`src/rtl/spi_master_tx_ml.sv`:
```
// spi_master_tx_ml: SPI transmit shifter with 1/2/4 lanes, a bit-count target, word chaining and underrun abort.
module spi_master_tx_ml #(
  parameter int DATA_W = 32,
  parameter int CNT_W  = 16
) (
  input  logic              clk,
  input  logic              rstn,
  input  logic              en,
  input  logic              tx_edge,
  input  logic [1:0]        mode,
  input  logic              lsb_first,
  input  logic [CNT_W-1:0]  counter_in,
  input  logic              counter_in_upd,
  input  logic [DATA_W-1:0] data,
  input  logic              data_valid,
  output logic              data_ready,
  output logic [3:0]        sdo,
  output logic [3:0]        sdo_oe,
  output logic              clk_en_o,
  output logic              tx_done,
  output logic              underrun
);
  typedef enum logic {IDLE, TRANSMIT} state_t;
  state_t            state_q;
  logic [DATA_W-1:0] shreg_q, shreg_d;
  logic [CNT_W-1:0]  shift_cnt_q, word_cnt_q, target_q, target_in;
  logic [1:0]        mode_q, lg_q, lg_in;
  logic              lsb_q, underrun_q;
  logic              tx, go, edge_act, word_last, word_bnd, starve;
  logic [3:0]        msb_nib, lsb_nib, lanes_out;

  // log2 of the lane count; mode 11 falls back to single lane
  function automatic logic [1:0] lg(input logic [1:0] m);
    return m == 2'b01 ? 2'd1 : m == 2'b10 ? 2'd2 : 2'd0;
  endfunction

  always_comb begin
    tx         = state_q == TRANSMIT;
    lg_q       = lg(mode_q);
    lg_in      = lg(mode);
    target_in  = counter_in >> lg_in;
    go         = en && data_valid;
    edge_act   = tx && tx_edge;
    tx_done    = edge_act && shift_cnt_q == target_q - 1'b1;
    word_last  = word_cnt_q == CNT_W'((DATA_W >> lg_q) - 1);
    word_bnd   = edge_act && word_last && !tx_done;
    starve     = word_bnd && !data_valid;
    data_ready = rstn && ((!tx && go) || (tx_done && go) || (word_bnd && data_valid));
    clk_en_o   = tx && !(tx_done && !go) && !starve;
    msb_nib    = shreg_q[DATA_W-1 -: 4];
    lsb_nib    = shreg_q[3:0];
    lanes_out  = lsb_q ? (lg_q == 2'd2 ? lsb_nib : lg_q == 2'd1 ? {2'b0, lsb_nib[1:0]} : {3'b0, lsb_nib[0]})
                       : (lg_q == 2'd2 ? msb_nib : lg_q == 2'd1 ? {2'b0, msb_nib[3:2]} : {3'b0, msb_nib[3]});
    sdo        = tx ? lanes_out : 4'b0;
    sdo_oe     = !tx ? 4'b0 : lg_q == 2'd2 ? 4'b1111 : lg_q == 2'd1 ? 4'b0011 : 4'b0001;
    shreg_d    = lsb_q ? shreg_q >> (1 << lg_q) : shreg_q << (1 << lg_q);
    underrun   = underrun_q;
  end

  always_ff @(posedge clk or negedge rstn) begin
    if (!rstn) begin
      state_q     <= IDLE;
      shreg_q     <= '0;
      shift_cnt_q <= '0;
      word_cnt_q  <= '0;
      target_q    <= CNT_W'(8);
      mode_q      <= 2'b00;
      lsb_q       <= 1'b0;
      underrun_q  <= 1'b0;
    end else begin
      underrun_q <= starve;
      if (!tx) begin
        if (counter_in_upd && target_in != '0) target_q <= target_in;
        if (go) begin
          state_q     <= TRANSMIT;
          shreg_q     <= data;
          shift_cnt_q <= '0;
          word_cnt_q  <= '0;
          mode_q      <= mode;
          lsb_q       <= lsb_first;
        end
      end else if (tx_edge) begin
        shreg_q     <= shreg_d;
        shift_cnt_q <= shift_cnt_q + 1'b1;
        word_cnt_q  <= word_cnt_q + 1'b1;
        if (tx_done) begin
          shift_cnt_q <= '0;
          word_cnt_q  <= '0;
          if (go) shreg_q <= data;
          else state_q <= IDLE;
        end else if (word_last) begin
          if (data_valid) begin
            shreg_q    <= data;
            word_cnt_q <= '0;
          end else state_q <= IDLE;
        end
      end
    end
  end
endmodule

```
`config.mk`:
```
export PLATFORM = sky130hd
export DESIGN_NAME = spi_master_tx_ml
export DESIGN_NICKNAME = d
export VERILOG_FILES = /design/src/rtl/spi_master_tx_ml.sv
export SDC_FILE = /design/constraint.sdc
export NUM_CORES = 1
export LEC_CHECK = 0
export BUFFER_PORTS_ARGS = -buffer_cell sky130_fd_sc_hd__buf_2
export CAP_MARGIN = 0
export CORE_UTILIZATION = 32
export CTS_CLUSTER_DIAMETER = 30
export CTS_CLUSTER_SIZE = 16
export DETAILED_ROUTE_END_ITERATION = 7
export PLACE_DENSITY = 0.6
export SLEW_MARGIN = 30
export SYNTH_ARGS = -nofsm -noshare
export SYNTH_HDL_FRONTEND = slang
export SYNTH_SLANG_ARGS = --single-unit
```
`constraint.sdc`:
```
create_clock -name clk -period 7 [get_ports clk]
set_input_delay 2.1 -clock clk [delete_from_list [all_inputs] [get_ports clk]]
set_output_delay 2.1 -clock clk [all_outputs]
set_load 0.01 [all_outputs]
```
==> Yosys cells after proc, flatten, opt, wreduce, memory -nomap -nowiden <==
Cells that the tools add are included.
{ "word_totals": {"regBits": 85, "input_bits": 57, "out_inout_bits": 12, "wordCells": 90} }
{ "classes": {"addsub": 4, "n_eq_ne": 9, "n_shift": 5, "n_mux": 36, "bitwise": 1, "n_reduce_logical": 27} }
{ "ops": {"columns": ["op", "count"], "rows": [
  ["$mux 32", 8],
  ["$mux 16", 9],
  ["$add 16x1->16 const B", 2],
  ["$eq 16x16->1", 2],
  ["$shl 1x2->32 const A", 1],
  ["$shl 32x32->32", 1],
  ["$shr 32x32->32", 1],
  ["$mux 4", 6],
  ["$reduce_bool 16->1", 1],
  ["$shr 16x2->16", 1],
  ["$shr 6x2->16 const A", 1],
  ["$sub 16x1->16 const B", 1],
  ["$sub 16x2->16 const B", 1],
  ["$logic_and 1x1->1", 14],
  ["$mux 2", 7],
  ["$eq 2x1->1 const B", 3],
  ["$eq 2x2->1 const B", 3],
  ["$logic_not 1->1", 6],
  ["$mux 1", 6],
  ["$reduce_and 2->1", 3],
  ["$logic_or 1x1->1", 2],
  ["$ne 2x2->1 const B", 1],
  ["$reduce_bool 2->1", 1],
  ["$not 1->1", 1]
]} }

==> Logic depth before layout (Yosys ltp) <==
Gate-level depths: netlist (run 1).
{ "depth": {"ltp_word": 11, "ltp_mapped": 13, "ltp_nobuf": 10} }

==> Worst setup path before layout (run 1) <==
Ideal clock, no wire load.
{ "synth_timing": {"kind": "input to output", "start": "input tx_edge", "end": "output data_ready", "t_arrival_ns": 4.333, "required_time_ns": 4.900, "setup_slack_ns": 0.567, "cell_stages": 9, "path_buffers": 2, "cell_sequence": "nand2_1 > nor3_1 > o2111ai_1 > or4_4 > or4_1 > buf_2 > buf_2 > a21o_1 > a21boi_1"} }
{ "synth_between": {"elab_chain_len": 7, "word_cells_on_any_way": 10, "classes_between": "reduce/logical: 10"} }
{ "synth_lines": {"columns": ["item", "line_no", "rtl"], "rows": [
  ["from (decl)", "9", "input logic tx_edge,"],
  ["$logic_and 1x1->1 *", "43", "edge_act = tx && tx_edge;"],
  ["$logic_and 1x1->1", "44", "tx_done = edge_act && shift_cnt_q == target_q - 1'b1;"],
  ["$logic_not 1->1", "46", "word_bnd = edge_act && word_last && !tx_done;"],
  ["$logic_and 1x1->1", "46", null],
  ["$logic_and 1x1->1", "48", "data_ready = rstn && ((!tx && go) || (tx_done && go) || (word_bnd && data_valid));"],
  ["$logic_or 1x1->1 *", "48", null],
  ["$logic_and 1x1->1 *", "48", null],
  ["to (decl)", "16", "output logic data_ready,"]
]} }
Every way passes the cells marked *; elsewhere a longest branch is shown, timed or not.

==> Final worst setup path (run 1) <==
{ "layout_timing": {"start": "input tx_edge", "end": "output clk_en_o"} }
{ "layout_between": {"elab_chain_len": 7, "word_cells_on_any_way": 11, "classes_between": "reduce/logical: 11"} }
{ "layout_lines": {"columns": ["item", "line_no", "rtl"], "rows": [
  ["$logic_and 1x1->1 *", "43", null],
  ["$logic_and 1x1->1", "44", null],
  ["$logic_not 1->1", "46", null],
  ["$logic_and 1x1->1", "46", null],
  ["$logic_and 1x1->1", "47", "starve = word_bnd && !data_valid;"],
  ["$logic_not 1->1", "49", "clk_en_o = tx && !(tx_done && !go) && !starve;"],
  ["$logic_and 1x1->1 *", "49", null],
  ["to (decl)", "19", "output logic clk_en_o,"]
]} }
Marks and branches as above.

==> results of run 1 <==
## logic make-up after synthesis
logic type	after synthesis	synth area share
and+or+nand+nor	322	0.183
AOI/OAI and AO/OA	307	0.251
muxes	127	0.218
buffers and inverters	106	0.0526
DFF	85	0.258
xor gates and xnor gates	27	0.0286
adders and majority gates	6	0.00909
## synth_stat cells (17+ instances only)
library cell,count,area share
sky130_fd_sc_hd__a21oi_1,62,0.038
sky130_fd_sc_hd__buf_1,17,0.0077
sky130_fd_sc_hd__clkbuf_1,55,0.025
sky130_fd_sc_hd__dfrtp_1,84,0.25
sky130_fd_sc_hd__inv_1,19,0.0086
sky130_fd_sc_hd__mux2_2,23,0.031
sky130_fd_sc_hd__mux2i_1,64,0.078
sky130_fd_sc_hd__mux4_2,40,0.11
sky130_fd_sc_hd__nand2_1,96,0.044
sky130_fd_sc_hd__nor2_1,113,0.051
sky130_fd_sc_hd__nor4_1,17,0.013
sky130_fd_sc_hd__o211ai_1,18,0.016
sky130_fd_sc_hd__o21ai_0,76,0.046
sky130_fd_sc_hd__o31ai_1,20,0.018
## flip-flops by register name, summed over array words and instances (netlist names)
name         flops
lsb_q            1
mode_q           2
shift_cnt_q     16
shreg_q         32
state_q          1
target_q        16
underrun         1
word_cnt_q      16
## worst reg2reg max path, stage by stage (launching register included)
cell,delay (ns)
sky130_fd_sc_hd__dfrtp_1,0.45
sky130_fd_sc_hd__inv_1,0.09
sky130_fd_sc_hd__ha_1,0.19
sky130_fd_sc_hd__or4b_1,0.57
sky130_fd_sc_hd__nor4b_1,0.39
sky130_fd_sc_hd__nor3_1,0.08
sky130_fd_sc_hd__o22ai_1,0.62
sky130_fd_sc_hd__or4_1,0.38
sky130_fd_sc_hd__clkinv_4,0.20
sky130_fd_sc_hd__nor2_2,0.49
sky130_fd_sc_hd__and3_1,0.31
## cell type report
| type | instances | area share |
|---|---|---|
| multi-input cells | 789 | 0.629 |
| clock inverters | 7 | 0.00996 |
| inverters | 23 | 0.0101 |
| clock buffers | 9 | 0.0245 |
| diodes | 2 | 0.000546 |
| well taps | 330 | 0.0450 |
| flip-flops and latches | 85 | 0.232 |
| repair buffers | 82 | 0.0492 |
## metal layers
metal,vias to the layer above,part of all wire
li1,3746,-
met1,3853,0.44
met2,237,0.48
met3,38,0.054
met4,4,0.025
met5,-,0.0010
## through the flow
step | total power [mW] | cells | util | setup WS, ns | instance area [µm²]
final | 4.25 | 1327 | 0.363 | 0.280 | 9170
after global placement | 3.67 | 1309 | 0.350 | 0.309 | 8840
after detailed placement | 3.69 | 1309 | 0.350 | 0.292 | 8840
after CTS | 4.23 | 1325 | 0.363 | 0.285 | 9160
after floorplan | 3.00 | 980 | - | 0.567 | 8250
after global routing | 4.54 | 1326 | 0.363 | 0.102 | 9170
## how the worst max path moves through the flow
stage	startpoint	end	cells past startpoint
6_report	tx_edge	clk_en_o	10
5_1_grt	tx_edge	clk_en_o	10
4_1_cts	tx_edge	clk_en_o	10
3_5_place_dp	tx_edge	clk_en_o	10
3_3_place_gp	tx_edge	clk_en_o	10
2_1_floorplan	tx_edge	data_ready	9
## power by group
part / switching (mW) / internal, mW / total [mW]
clock network: 0.231 / 0.286 / 0.518
logic: 1.54 / 1.26 / 2.80
registers: 0.291 / 0.647 / 0.938
total: 2.06 / 2.19 / 4.25
==> run summary, run 1 <==
## Clock tree
* **CTS clock-pin slew for the worst setup and hold paths** 0.07 ns
* **later-pin clock latency in the skew report** 0.36 ns
* **hold_buf cts** 0
* **count of cells resized by post-cts repair** 0
* **root buf cell** sky130_fd_sc_hd__clkbuf_16
* **buffer count from post-CTS setup fixing** 0
* **number of buffers created by CTS** 9
* **Clock Sink Count** 85
* **CTS tree** yes
* **H-tree lvl count** 3
* **buffer depth of the longest clock path** 2

## STA
* **Final Hold Fails** 0
* **Setup TNS** 0 ns
* **final count of negative-setup-slack endpoints** 0
* **Worst Tran Pin Value** 0.956 ns
* **unrepaired setup endpoints after global routing** no
* **hold_ws** 0.549 ns
* **Final min period** 6.72 ns
* **Worst Clk Skew** 0.0101 ns
* **worst slew slack as a fraction of its limit** 0.362
* **highest clock rate** 149 MHz
* **Slew Limit Fails** 0
* **Final Cycle Share** 0.960

## Detailed routing
* **number of vias after detailed routing** 7878
* **number of vias per cell** 5.94
* **drt pass-1 iters** 5
* **remaining routing DRC violations** 0
* **number of nets with antenna violations after routing** 0
* **Detailed Route Iter0 Violations** 715
* **wirelength, routed** 25600 µm
* **WL per Instance** 19.3 µm

## Min path
* **hold endpoint** target_q[15]
* **start point of the worst min-delay path** target_q[15]
* **instance count along the most critical hold path** 2
* **worst min-delay path category** reg -> reg

## Global route
* **global-route usage over all layers** 0.195
* **pin count of the biggest net entering global routing** 74
* **via count of the first global-routing pass** 7394
* **global routing met3 resource utilization** 0.0379
* **global routing met2 resource utilization** 0.315
* **initial antenna violation count** 4
* **overflow left after global routing** 0
* **highest-utilization routing layer at the global route stage** met2
* **met1 usage** 0.262
* **first-pass GRT wire length** 40900 µm

## Critical path
* **delay of the slowest critical-path stage** 0.70 ns
* **Worst R2R Start** target_q[0]
* **number of buffer and inverter instances along the worst setup path** 3
* **master of the slowest instance on the critical path** sky130_fd_sc_hd__or4_1
* **end of the worst register-to-register path** underrun
* **type of origin of the critical path** primary input
* **setup slack, reg-to-reg** 3.15 ns
* **count of cells along the worst register-to-register path** 10
* **start-to-end type of the worst setup path** in -> out
* **largest fanout on the critical path** 19
* **most frequent cell on the critical path** sky130_fd_sc_hd__buf_2
* **cells along the critical path** buf_2, nand2_1, nor3_1, o2111ai_1, or4_4, or4_1, clkinv_4, nor2_2, a31oi_1, buf_2
* **data required time of the critical path** 4.90 ns
* **Data arrival, critical path** 4.62 ns
* **critical path's top delay family** simple AND/OR/NAND/NOR gates
* **Critical Path End Type** output pin

## Die
* **Initial Utilization** 0.327
* **area enclosed by the die boundary** 26400 µm²
* **Site Rows** 58
* **die boundary height** 163 µm
* **Boundary Pins** 69
* **placeable core region** 25300 µm²
* **die outline width** 163 µm

## Placed design
* **final weighted congestion of routability-driven global placement** 0.952
* **Buffers on Ports** 68
* **final HPWL from detailed placement** 18600 µm

## Logic synthesis
* **prevailing post-synth register cell** sky130_fd_sc_hd__dfrtp_1
* **number of enable flip-flop cells after synthesis** 0
* **Post-Synthesis Cells** 980
* **Async SR Flop Fraction** 1.00
* **warnings from Yosys** 0
* **number of register bits inferred by synthesis** 85
* **area of the mapped netlist** 8250 µm²
* **syn_nets** 1043
* **Mean Syn Cell Area** 8.42 µm²
* **sequential-to-total area share from yosys stat** 0.258
* **number of library cell types mapped by synthesis** 74

## Power
* **static leakage power** 3.66 nW
* **IR Drop Worst-Case VDD** 0.000199 V
* **power per cell area** 463 nW/µm²

## Final layout
* **# nets final** 1053
* **Storage cell area** 2130 µm²
* **most common cell after layout, fill and taps aside** sky130_fd_sc_hd__nor2_1
* **fill cell count** 2683
* **synthesis-to-finish area growth** 11.1%
* **area of the multi-input gates** 5770 µm²
* **leading cell types in the layout, fill and taps excluded** sky130_fd_sc_hd__nor2_1 (112), sky130_fd_sc_hd__nand2_1 (96), sky130_fd_sc_hd__dfrtp_1 (84)
* **fraction of final layout cells with drive strength greater than 1** 0.197

## Run status
* **result of the run** finished, final reports clean

## Flow run
* **max cap viols** 0

Note: power is estimated with default switching activity, not from simulation.
==> run 2, diff against run 1 <==
--- a/config.mk
+++ b/config.mk
@@ -7,6 +7,7 @@
 export LEC_CHECK = 0
 export BUFFER_PORTS_ARGS = -buffer_cell sky130_fd_sc_hd__buf_2
 export CAP_MARGIN = 0
+export CORE_ASPECT_RATIO = 1.1
 export CORE_UTILIZATION = 32
 export CTS_CLUSTER_DIAMETER = 30
 export CTS_CLUSTER_SIZE = 16
==> run 2 against run 1 <==
  * Clock skew is 0.0039 ns higher
  * Largest power group unchanged
  * Register-to-register slack improved by 0.12 ns
  * Die area barely moved
  * Clock power rose by 5.4%
  * Global-route usage rose by 0.45 points
  * Total power increased by 1.6%
==> run summary, run 2 (synthesis gave the netlist of run 1 again) <==
## Critical path
* **data required time of the critical path** 4.90 ns, about the same
* **start-to-end type of the worst setup path** in -> out, unchanged
* **Data arrival, critical path** 4.59 ns, was 4.62 ns
* **setup slack, reg-to-reg** 3.27 ns, was 3.15 ns
* **Critical Path End Type** output pin, unchanged
* **type of origin of the critical path** primary input, unchanged
* **end of the worst register-to-register path** shreg_q[4], was underrun
* **count of cells along the worst register-to-register path** 9, was 10
* **Worst R2R Start** mode_q[1], was target_q[0]
* **largest fanout on the critical path** 26, was 19

## Detailed routing
* **WL per Instance** 19.6 µm, was 19.3 µm
* **remaining routing DRC violations** 0, unchanged
* **number of vias per cell** 5.85, was 5.94
* **number of nets with antenna violations after routing** 0, unchanged
* **number of vias after detailed routing** 7863, was 7878
* **drt pass-1 iters** 7, was 5
* **wirelength, routed** 26300 µm, was 25600 µm
* **Detailed Route Iter0 Violations** 659, was 715

## STA
* **Setup TNS** 0 ns, unchanged
* **Worst Tran Pin Value** 0.948 ns, was 0.956 ns
* **Worst Clk Skew** 0.0140 ns, was 0.0101 ns
* **Final Cycle Share** 0.956, was 0.960
* **worst slew slack as a fraction of its limit** 0.368, was 0.362
* **Final Hold Fails** 0, unchanged
* **final count of negative-setup-slack endpoints** 0, unchanged
* **unrepaired setup endpoints after global routing** no, unchanged
* **highest clock rate** 150 MHz, was 149 MHz
* **PnR worst setup slack** 0.311 ns, was 0.280 ns
* **Final min period** 6.69 ns, was 6.72 ns
* **Slew Limit Fails** 0, unchanged

## Placed design
* **worst setup slack before clock tree synthesis** 0.320 ns, was 0.292 ns
* **number of placed instances with taps included** 1328, was 1309
* **final HPWL from detailed placement** 18900 µm, was 18600 µm
* **final weighted congestion of routability-driven global placement** 0.910, was 0.952
* **post-place instance area** 8880 µm², was 8840 µm²
* **Buffers on Ports** 68, unchanged

## Final layout
* **# nets final** 1057, was 1053
* **synthesis-to-finish area growth** 12.0%, was 11.1%
* **flip-flop count of the largest register after layout** 32, unchanged
* **fraction of final layout cells with drive strength greater than 1** 0.198, was 0.197
* **leading cell types in the layout, fill and taps excluded** sky130_fd_sc_hd__nor2_1 (112), sky130_fd_sc_hd__nand2_1 (96), sky130_fd_sc_hd__dfrtp_1 (84), unchanged
* **most common cell after layout, fill and taps aside** sky130_fd_sc_hd__nor2_1, unchanged
* **antenna cell count** 0, was 2
* **final std cells w/o fill** 1345, was 1327
* **post-route cell area** 9240 µm², was 9170 µm²
* **final cell utilization of the core** 0.365, was 0.363
* **Reg with most FFs** shreg_q, unchanged

## Clock tree
* **CTS tree** yes, unchanged
* **root buf cell** sky130_fd_sc_hd__clkbuf_16, unchanged
* **count of cells resized by post-cts repair** 0, unchanged
* **CTS clock-pin slew for the worst setup and hold paths** 0.07 ns, about the same
* **Clock Sink Count** 85, unchanged
* **buffer depth of the longest clock path** 2, unchanged
* **hold_buf cts** 0, unchanged
* **later-pin clock latency in the skew report** 0.35 ns, was 0.36 ns
* **number of buffers created by CTS** 9, unchanged
* **H-tree lvl count** 3, unchanged
* **buffer count from post-CTS setup fixing** 0, unchanged

## Min path
* **start point of the worst min-delay path** target_q[15], unchanged
* **worst min-delay path category** reg -> reg, unchanged
* **hold endpoint** target_q[15], unchanged
* **instance count along the most critical hold path** 2, unchanged

## Die
* **die outline width** 155 µm, was 163 µm
* **placeable core region** 25300 µm², about the same
* **Boundary Pins** 69, unchanged
* **area enclosed by the die boundary** 26400 µm², about the same
* **Initial Utilization** 0.326, was 0.327
* **Site Rows** 61, was 58
* **die boundary height** 170 µm, was 163 µm

## Run status
* **result of the run** finished, final reports clean, unchanged

## Global route
* **overflow left after global routing** 0, unchanged
* **first-pass GRT wire length** 41600 µm, was 40900 µm
* **global-route usage over all layers** 0.199, was 0.195
* **initial antenna violation count** 0, was 4
* **via count of the first global-routing pass** 7489, was 7394
* **pin count of the biggest net entering global routing** 72, was 74

## Power
* **IR Drop Worst-Case VDD** 0.000192 V, was 0.000199 V
* **static leakage power** 3.69 nW, was 3.66 nW
* **power per cell area** 467 nW/µm², was 463 nW/µm²

## Flow run
* **max cap viols** 0, unchanged

==> run 2: worst max path at each step <==
stage	start	endpoint	slack, ns
6_report	tx_edge	data_ready	0.31
5_1_grt	tx_edge	data_ready	0.19
4_1_cts	tx_edge	data_ready	0.32
3_5_place_dp	tx_edge	data_ready	0.32
3_3_place_gp	tx_edge	clk_en_o	0.29
2_1_floorplan	tx_edge	data_ready	0.57
==> run 2: where the power goes <==
group,internal (mW),leakage (nW),switching (mW)
clock,0.319,0.159,0.228
sequential,0.647,1.08,0.296
combinational,1.28,2.45,1.55
==> run 2: cell type report <==
| cell class | instances | area, µm² |
|---|---|---|
| inverter | 23 | 92.6 |
| clock inverter | 7 | 105 |
| fill | 2695 | 16100 |
| tap | 346 | 433 |
| multi-input combinational | 789 | 5760 |
| sequential | 85 | 2130 |
| clock buffer | 9 | 225 |
| timing repair buffer | 86 | 498 |
==> run 2: metrics by stage <==
stage	total power, mW	hold WS [ns]
floorplan	3.00	0.493
global placement	3.68	0.523
detailed placement	3.70	0.534
CTS	4.26	0.549
global route	4.60	0.584
finish	4.32	0.551
==> run 2: routing by layer <==
layer	part of all wire	GRT usage	routed length, µm
met1	0.43	0.257	11300
met5	0	0	0
met2	0.51	0.351	13500
met3	0.035	0.0199	932
met4	0.023	0.0585	605
==> run 2: critical path, stage by stage <==
cell                        delay [ns]
sky130_fd_sc_hd__buf_2            0.13
sky130_fd_sc_hd__nand2_1          0.10
sky130_fd_sc_hd__nor3_1           0.19
sky130_fd_sc_hd__o2111ai_1        0.12
sky130_fd_sc_hd__or4_4            0.59
sky130_fd_sc_hd__or4_1            0.62
sky130_fd_sc_hd__buf_4            0.26
sky130_fd_sc_hd__a21o_1           0.20
sky130_fd_sc_hd__a21boi_1         0.12
sky130_fd_sc_hd__buf_2            0.15
